**config.mk**
```make
export PLATFORM = sky130hd
export DESIGN_NAME = time_set_ctrl_flat
export DESIGN_NICKNAME = d
export VERILOG_FILES = /design/src/rtl/time_set_ctrl_if.sv /design/src/rtl/time_set_ctrl.sv /design/src/flat_wrapper.sv
export SDC_FILE = /design/constraint.sdc
export NUM_CORES = 1
export LEC_CHECK = 0
export BUFFER_PORTS_ARGS = -buffer_cell sky130_fd_sc_hd__buf_2
export CAP_MARGIN = 20
export CELL_PAD_IN_SITES_DETAIL_PLACEMENT = 1
export CELL_PAD_IN_SITES_GLOBAL_PLACEMENT = 1
export CORE_MARGIN = 4
export CORE_UTILIZATION = 46
export CTS_CLUSTER_DIAMETER = 100
export DETAILED_ROUTE_END_ITERATION = 10
export HOLD_SLACK_MARGIN = 0.15
export PLACE_DENSITY = 0.9
export REMOVE_ABC_BUFFERS = 1
export SLEW_MARGIN = 20
export SYNTH_ARGS = -nofsm -noshare
export SYNTH_HDL_FRONTEND = slang
export SYNTH_SLANG_ARGS = --single-unit
```
**constraint.sdc**
```tcl
create_clock -name Clk_50MHz -period 5.7 [get_ports Clk_50MHz]
set_input_delay 0.285 -clock Clk_50MHz [delete_from_list [all_inputs] [get_ports Clk_50MHz]]
set_output_delay 0.285 -clock Clk_50MHz [all_outputs]
set_load 0.01 [all_outputs]
```
**src/rtl/time_set_ctrl_if.sv**
```systemverilog
// Key/count inputs and control/alarm outputs of the clock time-set controller.
interface time_set_ctrl_if;
    logic [3:0] Key_pulse;
    logic [5:0] count_S;
    logic [5:0] count_M;
    logic [4:0] count_H;
    logic       Add_S;
    logic       Add_M;
    logic       Add_H;
    logic       Subtract_S;
    logic       Subtract_M;
    logic       Subtract_H;
    logic       Run_en;
    logic [1:0] Mode;
    logic [1:0] Field;
    logic [5:0] Alarm_S;
    logic [5:0] Alarm_M;
    logic [4:0] Alarm_H;
    logic       Alarm_en;
    logic       Alarm_match;

    modport master (
        output Key_pulse, count_S, count_M, count_H,
        input  Add_S, Add_M, Add_H, Subtract_S, Subtract_M, Subtract_H,
        input  Run_en, Mode, Field, Alarm_S, Alarm_M, Alarm_H, Alarm_en, Alarm_match
    );

    modport slave (
        input  Key_pulse, count_S, count_M, count_H,
        output Add_S, Add_M, Add_H, Subtract_S, Subtract_M, Subtract_H,
        output Run_en, Mode, Field, Alarm_S, Alarm_M, Alarm_H, Alarm_en, Alarm_match
    );
endinterface

```
**src/rtl/time_set_ctrl.sv**
```systemverilog
// Time/alarm setting controller: walks RUN -> SET_TIME -> SET_ALARM on MODE,
// strobes the time counters while setting time, edits a stored alarm time,
// auto-exits idle edits and raises a registered alarm match level.
module time_set_ctrl #(
    parameter int TIMEOUT_CYC = 500_000_000
) (
    input logic           Clk_50MHz,
    input logic           Reset_N,
    time_set_ctrl_if.slave bus
);

    localparam int IDLE_W = (TIMEOUT_CYC > 1) ? $clog2(TIMEOUT_CYC) : 1;
    localparam logic [IDLE_W-1:0] IDLE_LAST = IDLE_W'(TIMEOUT_CYC - 1);

    typedef enum logic [1:0] {
        MODE_RUN       = 2'd0,
        MODE_SET_TIME  = 2'd1,
        MODE_SET_ALARM = 2'd2
    } mode_e;

    typedef enum logic [1:0] {
        FIELD_SEC  = 2'd0,
        FIELD_MIN  = 2'd1,
        FIELD_HOUR = 2'd2
    } field_e;

    mode_e             mode_q, mode_d;
    field_e            field_q, field_d;
    logic [5:0]        alarm_s_q, alarm_s_d;
    logic [5:0]        alarm_m_q, alarm_m_d;
    logic [4:0]        alarm_h_q, alarm_h_d;
    logic              alarm_en_q, alarm_en_d;
    logic [IDLE_W-1:0] idle_q, idle_d;
    logic [2:0]        add_q, add_d;
    logic [2:0]        sub_q, sub_d;
    logic              run_en_q, run_en_d;
    logic              match_q, match_d;

    logic key_mode, key_sel, key_up, key_down;
    logic [2:0] field_onehot;

    // Only the highest-priority key of a cycle survives: MODE > SELECT > UP > DOWN.
    assign key_mode = bus.Key_pulse[0];
    assign key_sel  = bus.Key_pulse[1] & ~bus.Key_pulse[0];
    assign key_up   = bus.Key_pulse[2] & ~(|bus.Key_pulse[1:0]);
    assign key_down = bus.Key_pulse[3] & ~(|bus.Key_pulse[2:0]);

    function automatic logic [5:0] wrap_inc(input logic [5:0] v, input logic [5:0] max);
        return (v >= max) ? 6'd0 : v + 6'd1;
    endfunction

    function automatic logic [5:0] wrap_dec(input logic [5:0] v, input logic [5:0] max);
        return (v == 6'd0 || v > max) ? max : v - 6'd1;
    endfunction

    // Field selection as a one-hot strobe pattern {HOUR, MIN, SEC}.
    always_comb begin
        field_onehot = 3'b000;
        case (field_q)
            FIELD_SEC:  field_onehot = 3'b001;
            FIELD_MIN:  field_onehot = 3'b010;
            default:    field_onehot = 3'b100;
        endcase
    end

    // Next-state logic: key handling in priority order, then the idle timeout.
    always_comb begin
        mode_d     = mode_q;
        field_d    = field_q;
        alarm_s_d  = alarm_s_q;
        alarm_m_d  = alarm_m_q;
        alarm_h_d  = alarm_h_q;
        alarm_en_d = alarm_en_q;
        idle_d     = idle_q;
        add_d      = 3'b000;
        sub_d      = 3'b000;

        if (key_mode) begin
            idle_d  = '0;
            field_d = FIELD_SEC;
            case (mode_q)
                MODE_RUN:      mode_d = MODE_SET_TIME;
                MODE_SET_TIME: mode_d = MODE_SET_ALARM;
                default:       mode_d = MODE_RUN;
            endcase
        end else if (key_sel) begin
            idle_d = '0;
            if (mode_q == MODE_RUN) begin
                alarm_en_d = ~alarm_en_q;
            end else begin
                case (field_q)
                    FIELD_SEC: field_d = FIELD_MIN;
                    FIELD_MIN: field_d = FIELD_HOUR;
                    default:   field_d = FIELD_SEC;
                endcase
            end
        end else if (key_up || key_down) begin
            idle_d = '0;
            if (mode_q == MODE_SET_TIME) begin
                add_d = key_up   ? field_onehot : 3'b000;
                sub_d = key_down ? field_onehot : 3'b000;
            end else if (mode_q == MODE_SET_ALARM) begin
                case (field_q)
                    FIELD_SEC:
                        alarm_s_d = key_up ? wrap_inc(alarm_s_q, 6'd59) : wrap_dec(alarm_s_q, 6'd59);
                    FIELD_MIN:
                        alarm_m_d = key_up ? wrap_inc(alarm_m_q, 6'd59) : wrap_dec(alarm_m_q, 6'd59);
                    default:
                        alarm_h_d = key_up ? 5'(wrap_inc({1'b0, alarm_h_q}, 6'd23))
                                           : 5'(wrap_dec({1'b0, alarm_h_q}, 6'd23));
                endcase
            end
        end else if (mode_q != MODE_RUN) begin
            if (idle_q == IDLE_LAST) begin
                mode_d  = MODE_RUN;
                field_d = FIELD_SEC;
                idle_d  = '0;
            end else begin
                idle_d = idle_q + IDLE_W'(1);
            end
        end else begin
            idle_d = '0;
        end

        run_en_d = (mode_d != MODE_SET_TIME);
        match_d  = alarm_en_q && (mode_q != MODE_SET_ALARM) &&
                   (bus.count_S == alarm_s_q) && (bus.count_M == alarm_m_q) &&
                   (bus.count_H == alarm_h_q);
    end

    // State register with synchronous active-low reset to RUN and alarm 00:00:10.
    always_ff @(posedge Clk_50MHz) begin
        if (!Reset_N) begin
            mode_q     <= MODE_RUN;
            field_q    <= FIELD_SEC;
            alarm_s_q  <= 6'd10;
            alarm_m_q  <= 6'd0;
            alarm_h_q  <= 5'd0;
            alarm_en_q <= 1'b0;
            idle_q     <= '0;
            add_q      <= 3'b000;
            sub_q      <= 3'b000;
            run_en_q   <= 1'b1;
            match_q    <= 1'b0;
        end else begin
            mode_q     <= mode_d;
            field_q    <= field_d;
            alarm_s_q  <= alarm_s_d;
            alarm_m_q  <= alarm_m_d;
            alarm_h_q  <= alarm_h_d;
            alarm_en_q <= alarm_en_d;
            idle_q     <= idle_d;
            add_q      <= add_d;
            sub_q      <= sub_d;
            run_en_q   <= run_en_d;
            match_q    <= match_d;
        end
    end

    assign bus.Add_S       = add_q[0];
    assign bus.Add_M       = add_q[1];
    assign bus.Add_H       = add_q[2];
    assign bus.Subtract_S  = sub_q[0];
    assign bus.Subtract_M  = sub_q[1];
    assign bus.Subtract_H  = sub_q[2];
    assign bus.Run_en      = run_en_q;
    assign bus.Mode        = mode_q;
    assign bus.Field       = field_q;
    assign bus.Alarm_S     = alarm_s_q;
    assign bus.Alarm_M     = alarm_m_q;
    assign bus.Alarm_H     = alarm_h_q;
    assign bus.Alarm_en    = alarm_en_q;
    assign bus.Alarm_match = match_q;

endmodule

```
**src/flat_wrapper.sv**
```systemverilog
// flat-port wrapper written by rule: the top's interface ports become plain ports
module time_set_ctrl_flat 
#(
    parameter int TIMEOUT_CYC = 500_000_000
)
  (Clk_50MHz, Reset_N, bus_Key_pulse, bus_count_S, bus_count_M, bus_count_H, bus_Add_S, bus_Add_M, bus_Add_H, bus_Subtract_S, bus_Subtract_M, bus_Subtract_H, bus_Run_en, bus_Mode, bus_Field, bus_Alarm_S, bus_Alarm_M, bus_Alarm_H, bus_Alarm_en, bus_Alarm_match);
  time_set_ctrl_if bus_i ();
  input logic Clk_50MHz;
  input logic Reset_N;
  input wire logic [$bits(bus_i.Key_pulse)-1:0] bus_Key_pulse;
  input wire logic [$bits(bus_i.count_S)-1:0] bus_count_S;
  input wire logic [$bits(bus_i.count_M)-1:0] bus_count_M;
  input wire logic [$bits(bus_i.count_H)-1:0] bus_count_H;
  output wire logic [$bits(bus_i.Add_S)-1:0] bus_Add_S;
  output wire logic [$bits(bus_i.Add_M)-1:0] bus_Add_M;
  output wire logic [$bits(bus_i.Add_H)-1:0] bus_Add_H;
  output wire logic [$bits(bus_i.Subtract_S)-1:0] bus_Subtract_S;
  output wire logic [$bits(bus_i.Subtract_M)-1:0] bus_Subtract_M;
  output wire logic [$bits(bus_i.Subtract_H)-1:0] bus_Subtract_H;
  output wire logic [$bits(bus_i.Run_en)-1:0] bus_Run_en;
  output wire logic [$bits(bus_i.Mode)-1:0] bus_Mode;
  output wire logic [$bits(bus_i.Field)-1:0] bus_Field;
  output wire logic [$bits(bus_i.Alarm_S)-1:0] bus_Alarm_S;
  output wire logic [$bits(bus_i.Alarm_M)-1:0] bus_Alarm_M;
  output wire logic [$bits(bus_i.Alarm_H)-1:0] bus_Alarm_H;
  output wire logic [$bits(bus_i.Alarm_en)-1:0] bus_Alarm_en;
  output wire logic [$bits(bus_i.Alarm_match)-1:0] bus_Alarm_match;
  assign bus_i.Key_pulse = bus_Key_pulse;
  assign bus_i.count_S = bus_count_S;
  assign bus_i.count_M = bus_count_M;
  assign bus_i.count_H = bus_count_H;
  assign bus_Add_S = bus_i.Add_S;
  assign bus_Add_M = bus_i.Add_M;
  assign bus_Add_H = bus_i.Add_H;
  assign bus_Subtract_S = bus_i.Subtract_S;
  assign bus_Subtract_M = bus_i.Subtract_M;
  assign bus_Subtract_H = bus_i.Subtract_H;
  assign bus_Run_en = bus_i.Run_en;
  assign bus_Mode = bus_i.Mode;
  assign bus_Field = bus_i.Field;
  assign bus_Alarm_S = bus_i.Alarm_S;
  assign bus_Alarm_M = bus_i.Alarm_M;
  assign bus_Alarm_H = bus_i.Alarm_H;
  assign bus_Alarm_en = bus_i.Alarm_en;
  assign bus_Alarm_match = bus_i.Alarm_match;
  time_set_ctrl #(.TIMEOUT_CYC(TIMEOUT_CYC)) u_core (.Clk_50MHz(Clk_50MHz), .Reset_N(Reset_N), .bus(bus_i));
endmodule
```
==> impl_metrics.py, run 1 <==
metrics = {
    "cells_and_area": {
        "drive_gt1_share_pct": 18.4,
        "fin_cells": 576,
        "nets": 504,
        "n_antenna_cell": 0,
        "areaGrowthSynthToFinish_pct": 13.7,
        "nFillCells": 925,
        "fin_area_sq_mm": 0.00407,
    },
    "worst_setup_path": {
        "cp.buffers_inverters": 0,
        "start_kind": "register",
        "r2r_end": "u_core.idle_q[11]",
        "cp_slowest_cell": "or2_1",
        "r2r_slack_ps": 3290,
        "crit_chain": "ha_1 > nand4_1 > nor4_1 > or2_1 > nor2_1",
        "crit_path_end_kind": "register",
        "crit_path_max_incr_delay_ps": 790,
        "path_class": "register to register",
        "rr_worst_depth": 5,
        "critical-path-top-delay-family": "simple AND/OR/NAND/NOR gates",
        "arrival_ps": 2610,
        "cp_data_required_time_ps": 5900,
        "r2r_start": "u_core.idle_q[0]",
        "cp_max_fo": 26,
    },
    "synth": {
        "synth-edff-count": 0,
        "ys_ff_latch": 59,
        "seq_area_frac_synth_pct": 33.0,
        "yosys-top-cells-area": "dfxtp_1 33%, xnor2_1 6.6%, nor2_1 5.5%",
        "ys.flop_type": "dfxtp_1",
        "syn_area_sq_mm": 0.00358,
        "synth_area_leader_cell": "dfxtp_1",
        "syn_inst": 437,
        "yosys_warnings": 0,
        "synthArstFlopShare_pct": 0,
        "avgSynthCellArea_sq_um": 8.19,
        "synth_cell_types": 67,
        "synth_top_area_share_pct": 33.0,
    },
    "min_path": {
        "min_from": "bus_count_H[3]",
        "hp-class": "input pin to register",
        "holdPathEnd": "u_core.bus.Alarm_match",
        "hold_path_depth": 4,
    },
    "timing": {
        "hold_violations": 0,
        "setup_tns_ps": 0,
        "relSlewSlack_pct": 28.9,
        "timing.final.crit_share_pct": 42.3,
        "tightest_slew_ps": 1070,
        "finalCriticalPeriod_ps": 2410,
        "maxSlewViolCount": 0,
        "setup-violations-final": 0,
        "rsz0062_at_grt": "no",
        "fin_skew_ps": 6.57,
        "clock.fmax_mhz": 415,
    },
    "global_route": {
        "grt_pass1_vias": 3516,
        "grt_max_degree": 31,
        "grt_overflow": 0,
        "grt_pass1_wl_mm": 17.7,
        "grt_use_total_pct": 24.6,
        "antenna_found_initial": 0,
    },
    "place": {
        "io_buffers": 52,
        "post-place-cells": 560,
        "gp_congestion": 0.841,
        "postPlaceCellArea_sq_mm": 0.00384,
        "dp_hpwl_mm": 7.28,
    },
    "clock_tree": {
        "cts_max_level": 3,
        "hold_buffers": 0,
        "clock_sinks": 59,
        "cts_buffer_depth": 2,
        "cts.clk_slew.worst_paths_ps": 70,
        "clock_latency_ps": 360,
        "post_cts_buffers": 0,
        "cts_tree": "done",
        "cts-root-buf": "clkbuf_8",
        "cts_buffers": 9,
        "cts_resized": 0,
    },
    "floorplanning": {
        "dieArea_sq_mm": 0.00926,
        "die_w_um": 96.2,
        "die_h_um": 96.2,
        "fp.coreArea_sq_mm": 0.00741,
        "rows": 31,
        "initial_core_util_pct": 48.3,
        "pin_count": 53,
    },
    "routing": {
        "dr.pass1.iters": 4,
        "wl_per_cell_um": 19.0,
        "highest_layer": "met4",
        "wl_met1_mm": 4.62,
        "routed-wl-met3_um": 565,
        "ant_nets": 0,
        "wl_met2_mm": 5.53,
        "drcViolationCount": 0,
        "wl_mm": 10.9,
        "viasPerCell": 6.06,
        "vias": 3490,
        "drt_iter0_drc": 173,
    },
    "pwr": {
        "leakagePower_nw": 1.45,
        "power_density_mw_per_mm2": 227,
        "max-vdd-ir-drop_mv": 0.182,
    },
    "outcome": {
        "status": "complete, no violations",
    },
    "flow_run": {
        "cap_violations": 0,
    },
}
worst max path at each step:
stage | startpoint | endpoint | slack, ps | cells past startpoint
floorplan | bus_Key_pulse[1] | u_core.bus.Alarm_S[4] | 3440 | 4
global placement | u_core.idle_q[9] | u_core.idle_q[18] | 3470 | 5
detailed placement | u_core.idle_q[0] | u_core.idle_q[5] | 3340 | 5
CTS | u_core.idle_q[0] | u_core.idle_q[11] | 3260 | 5
global route | u_core.idle_q[9] | u_core.idle_q[5] | 3010 | 5
finish | u_core.idle_q[0] | u_core.idle_q[11] | 3290 | 5
worst register-to-register path: cells and delay by family, from the launching register on:
kind / cells / cell delay, ps
simple gates: 4 / 1470
fa+ha+maj: 1 / 340
flops: 1 / 440
layout by cell type (no fill, tap or decap), drive strengths merged, types with 6 or more instances in the layout:
cell | synthesis | final
a211oi | 7 | 7
a21oi | 15 | 15
and3 | 6 | 6
buf | 11 | 53
clkbuf | 18 | 12
dfxtp | 59 | 59
ha | 9 | 9
inv | 13 | 13
nand2 | 23 | 23
nand3 | 21 | 21
nand4 | 11 | 11
nor2 | 53 | 53
nor2b | 7 | 7
nor3 | 28 | 28
nor3b | 6 | 6
nor4 | 13 | 13
o21ai | 21 | 21
xnor2 | 27 | 27
xor2 | 20 | 20
cells in the mapped netlist, drive strengths merged, types with 11 or more instances:
library cell,n
xor2,20
xnor2,27
inv,13
buf,11
nand2,23
o21ai,21
nor4,13
a21oi,15
dfxtp,59
nand4,11
clkbuf,18
nor3,28
nand3,21
nor2,53
layout make-up:
type,count,area [sq um],share of cell area (%)
Multi-Input combinational cell,336,2220,54.6
Sequential cell,59,1180,29.0
Timing Repair Buffer,53,268,6.58
Clock buffer,12,155,3.81
Tap cell,99,124,3.04
Clock inverter,4,72.6,1.78
Inverter,13,48.8,1.20
logic make-up (layout without fill, tap and decap cells):
| group | after synthesis | count (layout) | synth area share [%] |
|---|---|---|---|
| AO/OA/AOI/OAI | 79 | 79 | 15.0 |
| AND/OR/NAND/NOR | 198 | 198 | 31.4 |
| adder cells (fa/ha/maj) | 10 | 10 | 3.42 |
| flip-flops | 59 | 59 | 33.0 |
| multiplexers | 2 | 2 | 0.559 |
| buffers and inverters | 42 | 82 | 5.14 |
| XOR/XNOR | 47 | 47 | 11.5 |
state kept, by name, indices dropped and copies added (netlist names), 2 cells and up:
signal	flops
u_core.idle_q	29
u_core.bus.Alarm_M	6
u_core.bus.Alarm_S	6
u_core.bus.Alarm_H	5
u_core.add_q	3
u_core.sub_q	3
u_core.bus.Field	2
u_core.bus.Mode	2
routing by layer:
metal,up-vias,global-route usage (%)
li1,1645,-
met1,1727,30.8
met2,95,41.6
met3,23,5.79
met4,0,7.58
met5,-,0
power breakdown:
group	total (mW)	internal, mW	switching, mW
Combinational	0.0542	0.0226	0.0317
Sequential	0.420	0.416	0.00491
Clock	0.449	0.269	0.180
Total	0.924	0.708	0.216
per-stage QoR:
| step | utilization [%] | power [mW] | hold slack, ps | setup WS, ps |
|---|---|---|---|---|
| 6_report | 54.9 | 0.924 | 234 | 3290 |
| 2_1_floorplan | - | 0.457 | 359 | 3440 |
| 4_1_cts | 54.9 | 0.927 | 232 | 3260 |
| 5_1_grt | 54.9 | 0.958 | 238 | 3010 |
| 3_5_place_dp | 51.9 | 0.482 | 502 | 3340 |
| 3_3_place_gp | 51.9 | 0.480 | 472 | 3470 |
Power figures use the tool's default switching activity.
==> run 2, diff against run 1 <==
--- a/config.mk
+++ b/config.mk
@@ -5,16 +5,17 @@
 export SDC_FILE = /design/constraint.sdc
 export NUM_CORES = 1
 export LEC_CHECK = 0
+export ABC_AREA = 1
 export BUFFER_PORTS_ARGS = -buffer_cell sky130_fd_sc_hd__buf_2
 export CAP_MARGIN = 20
 export CELL_PAD_IN_SITES_DETAIL_PLACEMENT = 1
 export CELL_PAD_IN_SITES_GLOBAL_PLACEMENT = 1
 export CORE_MARGIN = 4
-export CORE_UTILIZATION = 46
+export CORE_UTILIZATION = 37
 export CTS_CLUSTER_DIAMETER = 100
 export DETAILED_ROUTE_END_ITERATION = 10
 export HOLD_SLACK_MARGIN = 0.15
-export PLACE_DENSITY = 0.9
+export PLACE_DENSITY = 0.81
 export REMOVE_ABC_BUFFERS = 1
 export SLEW_MARGIN = 20
 export SYNTH_ARGS = -nofsm -noshare
==> constraint.sdc (replaced) <==
create_clock -name Clk_50MHz -period 2.06 [get_ports Clk_50MHz]
set_input_delay 0.103 -clock Clk_50MHz [delete_from_list [all_inputs] [get_ports Clk_50MHz]]
set_output_delay 0.103 -clock Clk_50MHz [all_outputs]
set_load 0.01 [all_outputs]
==> run 2 against run 1 <==
Effect of this change: non-clock buffer count increased by 9; via count increased by 13%; final area increased by 8.6%; critical endpoint is now u_core.bus.Alarm_match; largest power group is now registers.
==> impl_metrics.py, run 2 <==
metrics = {
    "outcome": {
        "status": "complete, no violations",
    },
    "timing": {
        "setup_tns_ps": 0,
        "finalCriticalPeriod_ps": 1820,
        "setup-violations-final": 0,
        "rsz0062_at_grt": "no",
        "timing.final.crit_share_pct": 88.3,
        "clock.fmax_mhz": 550,
        "hold_violations": 0,
        "relSlewSlack_pct": 67.7,
        "fin_skew_ps": 16.0,
        "tightest_slew_ps": 484,
        "maxSlewViolCount": 0,
    },
    "clock_tree": {
        "cts_buffer_depth": 2,
        "cts_resized": 0,
        "clock_latency_ps": 350,
        "cts_buffers": 9,
        "cts_tree": "done",
        "cts-root-buf": "clkbuf_8",
        "cts_max_level": 3,
        "post_cts_buffers": 0,
        "clock_sinks": 59,
        "cts.clk_slew.worst_paths_ps": 80,
    },
    "cells_and_area": {
        "largest_register_ff_count": 29,
        "drive_gt1_share_pct": 18.4,
        "layout_common_cells": "97 x nand2_1, 74 x inv_1, 68 x nor2_1",
        "nets": 645,
        "fin_cells": 751,
        "n_antenna_cell": 0,
        "areaGrowthSynthToFinish_pct": 17.2,
        "mostFrequentLayoutCell": "nand2_1",
        "top_register": "u_core.idle_q",
    },
    "worst_setup_path": {
        "r2r_end": "u_core.bus.Alarm_match",
        "path_class": "register to register",
        "rr_worst_depth": 5,
        "worst-path-stages": 5,
        "arrival_ps": 2120,
        "crit_path_end": "u_core.bus.Alarm_match",
        "crit_chain": "or2_2 > a221oi_1 > dlygate4sd3_1 > nand3_1 > nor2_1",
        "cp_max_fo": 10,
        "r2r_start": "u_core.bus.Alarm_H[2]",
        "crit_start": "u_core.bus.Alarm_H[2]",
        "crit_path_max_incr_delay_ps": 580,
        "r2r_slack_ps": 240,
        "critical-path-top-delay-family": "buffers and inverters",
        "cp.buffers_inverters": 1,
        "start_kind": "register",
        "cp_data_required_time_ps": 2360,
        "crit_path_end_kind": "register",
        "cp_slowest_cell": "dlygate4sd3_1",
    },
    "floorplanning": {
        "dieArea_sq_mm": 0.0119,
        "die_w_um": 109,
        "die_h_um": 109,
        "pin_count": 53,
        "initial_core_util_pct": 38.2,
        "rows": 36,
        "fp.coreArea_sq_mm": 0.00986,
    },
    "synth": {
        "yosys-top-cells-area": "dfxtp_1 31%, nand2_1 9.7%, inv_1 7.4%",
        "ys.flop_type": "dfxtp_1",
        "seq_area_frac_synth_pct": 31.3,
        "synth_area_leader_cell": "dfxtp_1",
        "syn_area_sq_mm": 0.00377,
        "synthArstFlopShare_pct": 0,
        "yosysMostFrequentCell": "nand2_1",
        "netlist_top_cells_count": "97 x nand2_1, 74 x inv_1, 68 x nor2_1",
        "synth-edff-count": 0,
        "avgSynthCellArea_sq_um": 6.83,
        "ys_ff_latch": 59,
        "synth_top_area_share_pct": 31.3,
        "yosys_warnings": 0,
        "synth_cell_types": 45,
        "syn_inst": 552,
    },
    "routing": {
        "drt_iter0_drc": 114,
        "wl_per_cell_um": 15.5,
        "highest_layer": "met4",
        "wl_met2_mm": 5.95,
        "wl_met1_mm": 5.05,
        "routed-wl-met3_um": 465,
        "viasPerCell": 5.26,
        "vias": 3949,
        "dr.pass1.iters": 4,
        "wl_mm": 11.6,
        "ant_nets": 0,
        "drcViolationCount": 0,
    },
    "pwr": {
        "max-vdd-ir-drop_mv": 0.315,
        "leakagePower_nw": 1.85,
        "power_density_mw_per_mm2": 548,
    },
    "global_route": {
        "grt_overflow": 0,
        "grt_pass1_wl_mm": 19.7,
        "grt_use_total_pct": 20.7,
        "antenna_found_initial": 0,
        "grt_pass1_vias": 4163,
        "grt_max_degree": 27,
    },
    "place": {
        "gp_congestion": 0.892,
        "post-place-cells": 727,
        "io_buffers": 52,
        "dp_hpwl_mm": 8.89,
    },
    "min_path": {
        "hp-class": "input pin to register",
    },
    "flow_run": {
        "cap_violations": 0,
    },
}
==> run 2: metal layers <==
| layer | vias up | global-route usage, % |
|---|---|---|
| li1 | 1931 | - |
| met1 | 1916 | 24.7 |
| met2 | 84 | 37.6 |
| met3 | 18 | 4.56 |
| met4 | 0 | 4.69 |
| met5 | - | 0 |
==> run 2: worst register-to-register path, cell delays in order, from the launching register on <==
cell           delay (ps)
dfxtp_1               420
or2_2                 330
a221oi_1              270
dlygate4sd3_1         580
nand3_1                80
nor2_1                 90
==> run 2: logic make-up after synthesis <==
logic type | share of synthesized area [%]
xor+xnor | 6.04
compound gates | 13.1
simple gates | 36.8
flops | 31.3
fa+ha+maj | 2.99
buf+inv | 9.72
==> run 2: how the worst min path moves through the flow <==
stage                           from  slack [ps]                     end  depth (start not counted)
floorplan                    Reset_N         190       u_core.bus.Run_en                          1
global placement      bus_count_S[1]         420  u_core.bus.Alarm_match                          4
detailed placement  u_core.idle_q[0]         440        u_core.idle_q[0]                          1
CTS                   bus_count_M[0]         160  u_core.bus.Alarm_match                          6
global route          bus_count_M[0]         170  u_core.bus.Alarm_match                          6
finish                bus_count_M[0]         160  u_core.bus.Alarm_match                          6
==> run 2: final cells by class <==
cell class / count / area, sq um
clock buffers: 11 / 141
clock inverters: 5 / 52.6
fillers: 1301 / 5440
inverters: 79 / 299
multi-input cells: 402 / 2220
flip-flops and latches: 59 / 1180
well taps: 133 / 166
repair buffers: 62 / 355
==> run 2: timing repair <==
action / CTS / global route
endpoints found under the hold margin: 6 / 0
hold buffers: 8 / 0
endpoints found under the setup margin: 0 / 0
==> run 2: power by group <==
part	total [mW]	leakage, nW	internal [mW]	switching (mW)
sequential	1.16	0.476	1.15	0.0106
combinational	0.163	1.27	0.0638	0.0996
clock	1.10	0.0991	0.586	0.514
==> run 2: metrics by stage <==
| step | utilization [%] | hold WS (ps) | setup WS, ps | cell area, sq um | total power [mW] |
|---|---|---|---|---|---|
| after CTS | 44.8 | 163 | 224 | 4420 | 2.43 |
| final | 44.8 | 164 | 241 | 4420 | 2.42 |
| after floorplan | - | 187 | 547 | 3700 | 1.27 |
| after global routing | 44.8 | 171 | 105 | 4420 | 2.51 |
| after detailed placement | 42.0 | 445 | 300 | 4150 | 1.34 |
| after global placement | 42.0 | 419 | 360 | 4150 | 1.33 |
